[src/rtl/down_counter_pkg.sv]
// rtl/down_counter_pkg.sv - shared types and constants for the down-counter block
//
// Purpose : FSM state encoding and default counter width used by
//           down_counter_4, its interface and its testbench.
// Contents: state_t   - IDLE=2'b00, RUN=2'b01, FIN=2'b10 (2'b11 illegal)
//           DEFAULT_WIDTH - default counter width (4)
package down_counter_pkg;

   typedef enum logic [1:0] {
      IDLE = 2'b00,
      RUN  = 2'b01,
      FIN  = 2'b10
   } state_t;

   localparam int DEFAULT_WIDTH = 4;

endpackage

[src/rtl/down_counter_4_if.sv]
// rtl/down_counter_4_if.sv - sequencer <-> down-counter control/status bundle
//
// Purpose : groups the load/start/hold/ack controls and the count/busy/done
//           status of down_counter_4 into one port.
// Signals : LOAD, LD_VAL[WIDTH], START, HOLD, ACK  (sequencer -> counter)
//           CNT[WIDTH], BUSY, DONE                (counter -> sequencer)
// Modports: master - sequencer side, slave - counter side
interface down_counter_4_if #(
   parameter int WIDTH = 4
);

   logic             LOAD;
   logic [WIDTH-1:0] LD_VAL;
   logic             START;
   logic             HOLD;
   logic             ACK;
   logic [WIDTH-1:0] CNT;
   logic             BUSY;
   logic             DONE;

   modport master (
      output LOAD, LD_VAL, START, HOLD, ACK,
      input  CNT, BUSY, DONE
   );

   modport slave (
      input  LOAD, LD_VAL, START, HOLD, ACK,
      output CNT, BUSY, DONE
   );

endinterface

[src/rtl/decrementor_w.sv]
// rtl/decrementor_w.sv - combinational ripple decrementor built from nand gates
//
// Purpose : DIF = IN - 1 via a chain of half-subtractors, borrow-in fixed at 1.
// Ports   : IN[WIDTH]   operand
//           DIF[WIDTH]  IN minus one (wraps to all ones for IN=0)
//           BOUT        borrow out of the top stage (1 only when IN=0)
module decrementor_w #(
   parameter int WIDTH = 4
) (
   output wire [WIDTH-1:0] DIF,
   output wire             BOUT,
   input  wire [WIDTH-1:0] IN
);

   // w_b[i] is the borrow into stage i; stage 0 always borrows one.
   wire [WIDTH:0] w_b;
   assign w_b[0] = 1'b1;

   genvar i;
   generate
      for (i = 0; i < WIDTH; i = i + 1) begin : g_hs
         wire w_n1, w_n2, w_n3, w_na, w_t;
         // difference = IN[i] xor borrow, four-nand xor
         nand (w_n1, IN[i], w_b[i]);
         nand (w_n2, IN[i], w_n1);
         nand (w_n3, w_b[i], w_n1);
         nand (DIF[i], w_n2, w_n3);
         // borrow out = ~IN[i] & borrow
         nand (w_na, IN[i], IN[i]);
         nand (w_t, w_na, w_b[i]);
         nand (w_b[i+1], w_t, w_t);
      end
   endgenerate

   assign BOUT = w_b[WIDTH];

endmodule

[src/rtl/down_counter_4.sv]
// rtl/down_counter_4.sv - loadable down-counter with DONE/ACK handshake
//
// Purpose : loads a count in IDLE, decrements once per non-held cycle in RUN,
//           then raises DONE in FIN until acknowledged.
// Ports   : CLK    - system clock, rising edge
//           RST_N  - asynchronous active-low reset
//           cnt_if - down_counter_4_if.slave (LOAD, LD_VAL, START, HOLD, ACK in;
//                    CNT, BUSY, DONE out, all registered)
// Option  : DOWN_COUNTER_AUTO_RELOAD_EN - reload CNT from the last loaded value
//           at the end of each pass and pulse DONE instead of stopping; ACK in
//           RUN then returns to IDLE.
module down_counter_4
   import down_counter_pkg::*;
#(
   parameter int WIDTH = DEFAULT_WIDTH
) (
   input logic              CLK,
   input logic              RST_N,
   down_counter_4_if.slave  cnt_if
);

   state_t           r_state, w_state_nxt;
   logic [WIDTH-1:0] r_cnt, w_cnt_nxt;
   logic             r_busy, r_done;
   logic             w_busy_nxt, w_done_nxt;
   logic             w_pulse;
   logic [WIDTH-1:0] w_dif;
   logic             w_bout_unused;

`ifdef DOWN_COUNTER_AUTO_RELOAD_EN
   logic [WIDTH-1:0] r_reload, w_reload_nxt;
`endif

   decrementor_w #(.WIDTH(WIDTH)) u_dec (
      .DIF  (w_dif),
      .BOUT (w_bout_unused),
      .IN   (r_cnt)
   );

   always_ff @(posedge CLK or negedge RST_N) begin
      if (!RST_N) begin
         r_state  <= IDLE;
         r_cnt    <= '0;
         r_busy   <= 1'b0;
         r_done   <= 1'b0;
`ifdef DOWN_COUNTER_AUTO_RELOAD_EN
         r_reload <= '0;
`endif
      end else begin
         r_state  <= w_state_nxt;
         r_cnt    <= w_cnt_nxt;
         r_busy   <= w_busy_nxt;
         r_done   <= w_done_nxt;
`ifdef DOWN_COUNTER_AUTO_RELOAD_EN
         r_reload <= w_reload_nxt;
`endif
      end
   end

   always_comb begin
      w_state_nxt  = r_state;
      w_cnt_nxt    = r_cnt;
      w_pulse      = 1'b0;
`ifdef DOWN_COUNTER_AUTO_RELOAD_EN
      w_reload_nxt = r_reload;
`endif
      case (r_state)
         IDLE: begin
            // LOAD wins over START; a START in the same cycle is dropped.
            if (cnt_if.LOAD) begin
               w_cnt_nxt    = cnt_if.LD_VAL;
`ifdef DOWN_COUNTER_AUTO_RELOAD_EN
               w_reload_nxt = cnt_if.LD_VAL;
`endif
            end else if (cnt_if.START) begin
               w_state_nxt = (r_cnt != '0) ? RUN : FIN;
            end
         end
         RUN: begin
`ifdef DOWN_COUNTER_AUTO_RELOAD_EN
            // Free-running mode can only be left by ACK; count is kept.
            if (cnt_if.ACK && (r_reload != '0))
               w_state_nxt = IDLE;
            else
`endif
            if (!cnt_if.HOLD) begin
               if (r_cnt == WIDTH'(1)) begin
`ifdef DOWN_COUNTER_AUTO_RELOAD_EN
                  if (r_reload != '0) begin
                     w_cnt_nxt = r_reload;
                     w_pulse   = 1'b1;
                  end else begin
                     w_cnt_nxt   = '0;
                     w_state_nxt = FIN;
                  end
`else
                  w_cnt_nxt   = '0;
                  w_state_nxt = FIN;
`endif
               end else begin
                  w_cnt_nxt = w_dif;
               end
            end
         end
         FIN: begin
            if (cnt_if.ACK)
               w_state_nxt = IDLE;
         end
         default: begin
            // Illegal code 2'b11 falls back to IDLE.
            w_state_nxt = IDLE;
         end
      endcase

      // Status flags are registered copies of the next state so no input
      // reaches an output combinationally.
      w_busy_nxt = (w_state_nxt == RUN);
      w_done_nxt = (w_state_nxt == FIN) | w_pulse;
   end

   assign cnt_if.CNT  = r_cnt;
   assign cnt_if.BUSY = r_busy;
   assign cnt_if.DONE = r_done;

endmodule

[src/flat_wrapper.sv]
// flat-port wrapper written by rule: the top's interface ports become plain ports
module down_counter_4_flat import down_counter_pkg::*;
#(
   parameter int WIDTH = DEFAULT_WIDTH
)
  (CLK, RST_N, cnt_if_LOAD, cnt_if_LD_VAL, cnt_if_START, cnt_if_HOLD, cnt_if_ACK, cnt_if_CNT, cnt_if_BUSY, cnt_if_DONE);
  down_counter_4_if #(.WIDTH(WIDTH)) cnt_if_i ();
  input logic CLK;
  input logic RST_N;
  input wire logic [$bits(cnt_if_i.LOAD)-1:0] cnt_if_LOAD;
  input wire logic [$bits(cnt_if_i.LD_VAL)-1:0] cnt_if_LD_VAL;
  input wire logic [$bits(cnt_if_i.START)-1:0] cnt_if_START;
  input wire logic [$bits(cnt_if_i.HOLD)-1:0] cnt_if_HOLD;
  input wire logic [$bits(cnt_if_i.ACK)-1:0] cnt_if_ACK;
  output wire logic [$bits(cnt_if_i.CNT)-1:0] cnt_if_CNT;
  output wire logic [$bits(cnt_if_i.BUSY)-1:0] cnt_if_BUSY;
  output wire logic [$bits(cnt_if_i.DONE)-1:0] cnt_if_DONE;
  assign cnt_if_i.LOAD = cnt_if_LOAD;
  assign cnt_if_i.LD_VAL = cnt_if_LD_VAL;
  assign cnt_if_i.START = cnt_if_START;
  assign cnt_if_i.HOLD = cnt_if_HOLD;
  assign cnt_if_i.ACK = cnt_if_ACK;
  assign cnt_if_CNT = cnt_if_i.CNT;
  assign cnt_if_BUSY = cnt_if_i.BUSY;
  assign cnt_if_DONE = cnt_if_i.DONE;
  down_counter_4 #(.WIDTH(WIDTH)) u_core (.CLK(CLK), .RST_N(RST_N), .cnt_if(cnt_if_i));
endmodule
[config.mk]
export PLATFORM = sky130hd
export DESIGN_NAME = down_counter_4_flat
export DESIGN_NICKNAME = d
export VERILOG_FILES = /design/src/rtl/down_counter_pkg.sv /design/src/rtl/down_counter_4_if.sv /design/src/rtl/decrementor_w.sv /design/src/rtl/down_counter_4.sv /design/src/flat_wrapper.sv
export SDC_FILE = /design/constraint.sdc
export NUM_CORES = 1
export LEC_CHECK = 0
export ABC_AREA = 1
export CORE_MARGIN = 4
export CORE_UTILIZATION = 37
export DETAILED_ROUTE_END_ITERATION = 10
export PLACE_DENSITY = 0.7
export SKIP_LAST_GASP = 1
export SYNTH_ARGS = -nofsm -noshare
export SYNTH_HDL_FRONTEND = slang
export SYNTH_SLANG_ARGS = --single-unit
[constraint.sdc]
create_clock -name CLK -period 1.1 [get_ports CLK]
set_input_delay 0.22 -clock CLK [delete_from_list [all_inputs] [get_ports CLK]]
set_output_delay 0.22 -clock CLK [all_outputs]
set_load 0.005 [all_outputs]
### Word level (Yosys, flattened, before mapping)

Cells that the tools add are included.

| cells by class | value |
|---|---|
| equality and inequality tests | 7 |
| reduce and logical (&&, ||, !) cells | 4 |
| bitwise logic cells | 29 |
| muxes and demuxes | 11 |

Operator list:

| operator | number |
|---|---|
| inverter 1 bit | 15 |
| AND 1 bit | 14 |
| 2-to-1 mux 2 bit | 6 |
| 2-to-1 mux 4 bit | 3 |
| one-hot mux 4 bit (2 select lines) | 1 |
| one-hot mux 2 bit (3 select lines) | 1 |
| equality test 2 x 1 -> 1 bit (second input constant) | 2 |
| equality test 2 bit (second input constant) | 2 |
| equality test 4 x 1 -> 1 bit (second input constant) | 1 |
| != test 2 bit (second input constant) | 2 |
| nonzero test 4 bit | 1 |
| AND reduction 3 bit | 1 |
| zero test 2 bit | 1 |
| nonzero test 2 bit | 1 |

| word-level totals | value |
|---|---|
| register bits after elaboration | 8 |
| input bits | 10 |

### Logic depth before layout (Yosys ltp)

| depth | value |
|---|---|
| word-level depth | 12 |
| gate-level depth with buffers | 9 |

### Hierarchy

Synthesis repeated with hierarchy kept, for this count alone.

| unflattened totals | value |
|---|---|
| cells, all modules | 77 |
| area, all modules | 525.5 µm² |

Modules (own cells, without submodules):

| module | times used | area each (µm²) | cells an instance |
|---|---|---|---|
| down_counter_4 | 1 | 461.7 | 67 |
| decrementor_w | 1 | 63.8 | 10 |

### Worst setup path before layout

No wires, ideal clock.

| timing | value |
|---|---|
| kind | flip-flop to flip-flop |
| start | register u_core.r_cnt[0] (netlist: u_core.cnt_if.CNT[0]) |
| end | register u_core.r_cnt[2] (netlist: u_core.cnt_if.CNT[2]) |
| stages on the path, launching flop included | 9 |
| path buffers | 0 |
| arrival | 1.120 ns |
| setup slack | -0.136 ns |
| path through | dfrtp_1 > inv_1 > ha_1 > ha_1 > inv_1 > nand3_1 > nand2_1 > nand2_1 > nand2_1 |

| on the way | value |
|---|---|
| longest elaborated chain between the ends | 11 |
| elaborated cells on any way between the ends | 14 |
| classes of those cells | eq/ne: 1; mux: 3; bitwise: 10 |

RTL lines:

| what | line | text |
|---|---|---|
| from (decl) | down_counter_4.sv:23 | `logic [WIDTH-1:0] r_cnt, w_cnt_nxt;` |
| from (signal assigned) | down_counter_4.sv:51 | `r_cnt <= w_cnt_nxt;` |
| inverter 1 bit | decrementor_w.sv:31 | `nand (w_b[i+1], w_t, w_t);` |
| AND 1 bit | decrementor_w.sv:30 | `nand (w_t, w_na, w_b[i]);` |
| AND 1 bit | decrementor_w.sv:24 | `nand (w_n1, IN[i], w_b[i]);` |
| inverter 1 bit | decrementor_w.sv:24 |  |
| AND 1 bit, on equally long branches | decrementor_w.sv:25, decrementor_w.sv:26 |  |
| inverter 1 bit, on equally long branches | decrementor_w.sv:25, decrementor_w.sv:26 |  |
| AND 1 bit | decrementor_w.sv:27 | `nand (DIF[i], w_n2, w_n3);` |
| inverter 1 bit | decrementor_w.sv:27 |  |
| 2-to-1 mux 4 bit * | down_counter_4.sv:87 | `if (r_cnt == WIDTH'(1)) begin` |
| 2-to-1 mux 4 bit * | down_counter_4.sv:86 | `if (!cnt_if.HOLD) begin` |
| one-hot mux 4 bit (2 select lines) * | down_counter_4.sv:67 | `case (r_state)` |

Mark *: on every way between the ends. The rest lies on a longest branch, timed or not. The select of a mux whose other input is x is not followed.
A chain may end at the register's enable or synchronous reset.

### Final worst setup path

Same ends and word-level chain as after synthesis.

==> results.toml <==
[grt]
track_usage = 0.151
grt_pass1_wl_um = 2150
overflow = 0
grt_pass1_vias = 501
grt_max_degree = 9
antenna_found_initial = 0

[clocking]
clk_pin_slew_ps = 60
cts_tree = "yes"
clk_latency_ps = 260
cts_buffer_depth = 2
cts_sinks = 8
cts-root-buf = "clkbuf_4"
cts_buffers = 3
cts_max_level = 1

[timing]
finalWorstSetupSlack_ps = -191
min_period_ps = 1290
hold_violations = 0
min_period_over_period = 1.17
timing.fmax_ghz = 0.775
hold_slack_ps = 252
report.final.slew_viol_count = 0
rsz0062_at_grt = "yes"
finalSetupViolCount = 9
tightest_slew_ps = 393
skew_ps = 2.10
maxSlewHeadroom = 0.737

[setup_path]
worst-path-buf-inv = 3
cpMaxStageDelayCell = "dfrtp_1"
crit_fanout = 3
required_ps = 1250
max_stage_delay_ps = 370
r2r_end = "u_core.cnt_if.CNT[2]$_DFFE_PN0P_"
end_kind = "flip-flop"
r2r_start = "u_core.cnt_if.CNT[0]$_DFFE_PN0P_"
startpoint_type = "flip-flop"
path_cells = "buf_6, inv_4, ha_4, ha_4, inv_2, nand3_2, nand2_1, nand2_1, nand2_1"
path_class = "flip-flop to flip-flop"
cp.depth = 9
crit_top_cell = "nand2_1"
reg2reg_setup_slack_ps = -190
critPathArrivalTime_ps = 1440
reg2regPathDepth = 9
path_delay_family = "adder cells"

[synthesis]
yosysSeqAreaShare = 0.411
synth_nets = 78
ys_ff_latch = 8
syn_inst = 65
synth_top_family_by_area = "simple AND/OR/NAND/NOR gates"
synthesis.area_um2 = 487
yosys.area_share.simple = 0.388
synth_xor_area_frac = 0
syn_avg_cell_area_um2 = 7.49
yosys.cell_types.count = 15
synth_fa_ha_area_frac = 0.0771
synth_compound_area_frac = 0.0463
muxShareOfSynthArea = 0
ys_warn_count = 0

[placement]
gp_congestion = 0.710
dp.cells = 97
dp_hpwl_um = 865
port-buffer-count = 15

[final_layout]
fillers = 83
multi_input_area_um2 = 342
ff_latch_area_um2 = 201
layout.nets = 110
syn_to_final_growth_pct = 80.2
n_antenna_cell = 0
fin_cells = 109
drive_gt1_frac = 0.442

[detailed_routing]
routed_wl_um = 1280
first_iter_violations = 10
routed_via_density = 4.81
dr.pass1.iters = 4
postRouteAntennaNets = 0
drc = 0
wl_per_cell_um = 11.8
num_vias = 524

[floorplan]
start_util = 0.416
die_w_um = 44.3
dieHeight_um = 44.3
num_rows = 12
floorplan.die_area_um2 = 1960
core_area_um2 = 1170
boundaryPins = 16

[job]
cap_violations = 0

[pwr]
leakage_nw = 0.457
powerDensity_nw_per_um2 = 2930
peakVddDrop_v = 0.00161

[outcome]
status = "finished with violations"
violations = "negative setup slack"

[hold_path]
hp-class = "input port to async pin"
[metal layers]
metal,global-route usage,vias to the layer above,share of wire
met5,0,-,0
li1,-,260,-
met2,0.253,8,0.54
met1,0.187,252,0.40
met4,0.0723,0,0.019
met3,0.0244,4,0.039
[layout make-up]
cell class / instances / area share
Timing Repair Buffer: 27 / 0.290
Tap cell: 14 / 0.0200
Clock buffer: 3 / 0.0257
Multi-Input combinational cell: 47 / 0.389
Inverter: 10 / 0.0456
Sequential cell: 8 / 0.230
[cell usage in the layout, fill, tap and decap left out, types with 3 or more instances in the layout]
cell type and instances:
clkdlybuf4s50_1 9, inv_2 6, clkbuf_4 3, clkdlybuf4s15_1 4
nand2_2 4, nand2_4 3, buf_4 8, buf_6 3
nand2_1 22, dfrtp_1 7, ha_4 3, inv_1 3
[metrics by stage]
stage | total power [mW] | setup WS [ps] | TNS [ps] | util | area, µm²
finish | 2.57 | -191 | -943 | 0.749 | 877
global route | 2.79 | -246 | -1510 | 0.749 | 877
CTS | 2.39 | -155 | -512 | 0.706 | 827
detailed placement | 1.86 | -125 | -595 | 0.614 | 719
global placement | 1.83 | -125 | -631 | 0.614 | 719
floorplan | 1.31 | -72.8 | -108 | - | 517
[worst max path at each step]
stage,from,end,slack (ps)
after floorplan,u_core.cnt_if.CNT[0]$_DFFE_PN0P_,u_core.cnt_if.CNT[2]$_DFFE_PN0P_,-70
after global placement,u_core.cnt_if.CNT[0]$_DFFE_PN0P_,u_core.cnt_if.CNT[2]$_DFFE_PN0P_,-130
after detailed placement,u_core.cnt_if.CNT[0]$_DFFE_PN0P_,u_core.cnt_if.CNT[2]$_DFFE_PN0P_,-130
after CTS,u_core.cnt_if.CNT[0]$_DFFE_PN0P_,cnt_if_CNT[0],-160
after global routing,u_core.cnt_if.CNT[0]$_DFFE_PN0P_,u_core.cnt_if.CNT[2]$_DFFE_PN0P_,-250
final,u_core.cnt_if.CNT[0]$_DFFE_PN0P_,u_core.cnt_if.CNT[2]$_DFFE_PN0P_,-190
[registers in the layout, indices dropped and copies added (netlist names)]
signal              cells
u_core.cnt_if.CNT       4
u_core.r_state          2
u_core.cnt_if.BUSY      1
u_core.cnt_if.DONE      1
[cell families (layout without fill, tap and decap cells)]
group	Yosys count	count (layout)
buf+inv	10	40
fa+ha+maj	3	3
flops	8	8
compound gates	4	4
simple gates	40	40
[synth_stat cells (all sizes together)]
library cell  number  area (µm²)
nor2               4        22.5
dfrtp              8         200
nand3b             1        7.51
o21ai              3        15.0
o21a               1        7.51
nand3              4        20.0
and3b              1        8.76
ha                 3        37.5
nand2             30         130
inv               10        37.5
[where the power goes]
group          internal (mW)  switching [mW]
Clock                  0.125           0.105
Combinational          0.928           0.895
Sequential             0.431          0.0865
[repair_timing]
item / 4_1_cts / 5_1_grt
buffers inserted: 6 / 3
gates resized for setup: 23 / 12
endpoints found under the setup margin: 13 / 12
hold buffers: 0 / 0
pin swaps: 8 / 7
Note: power is estimated with default switching activity, not from simulation.
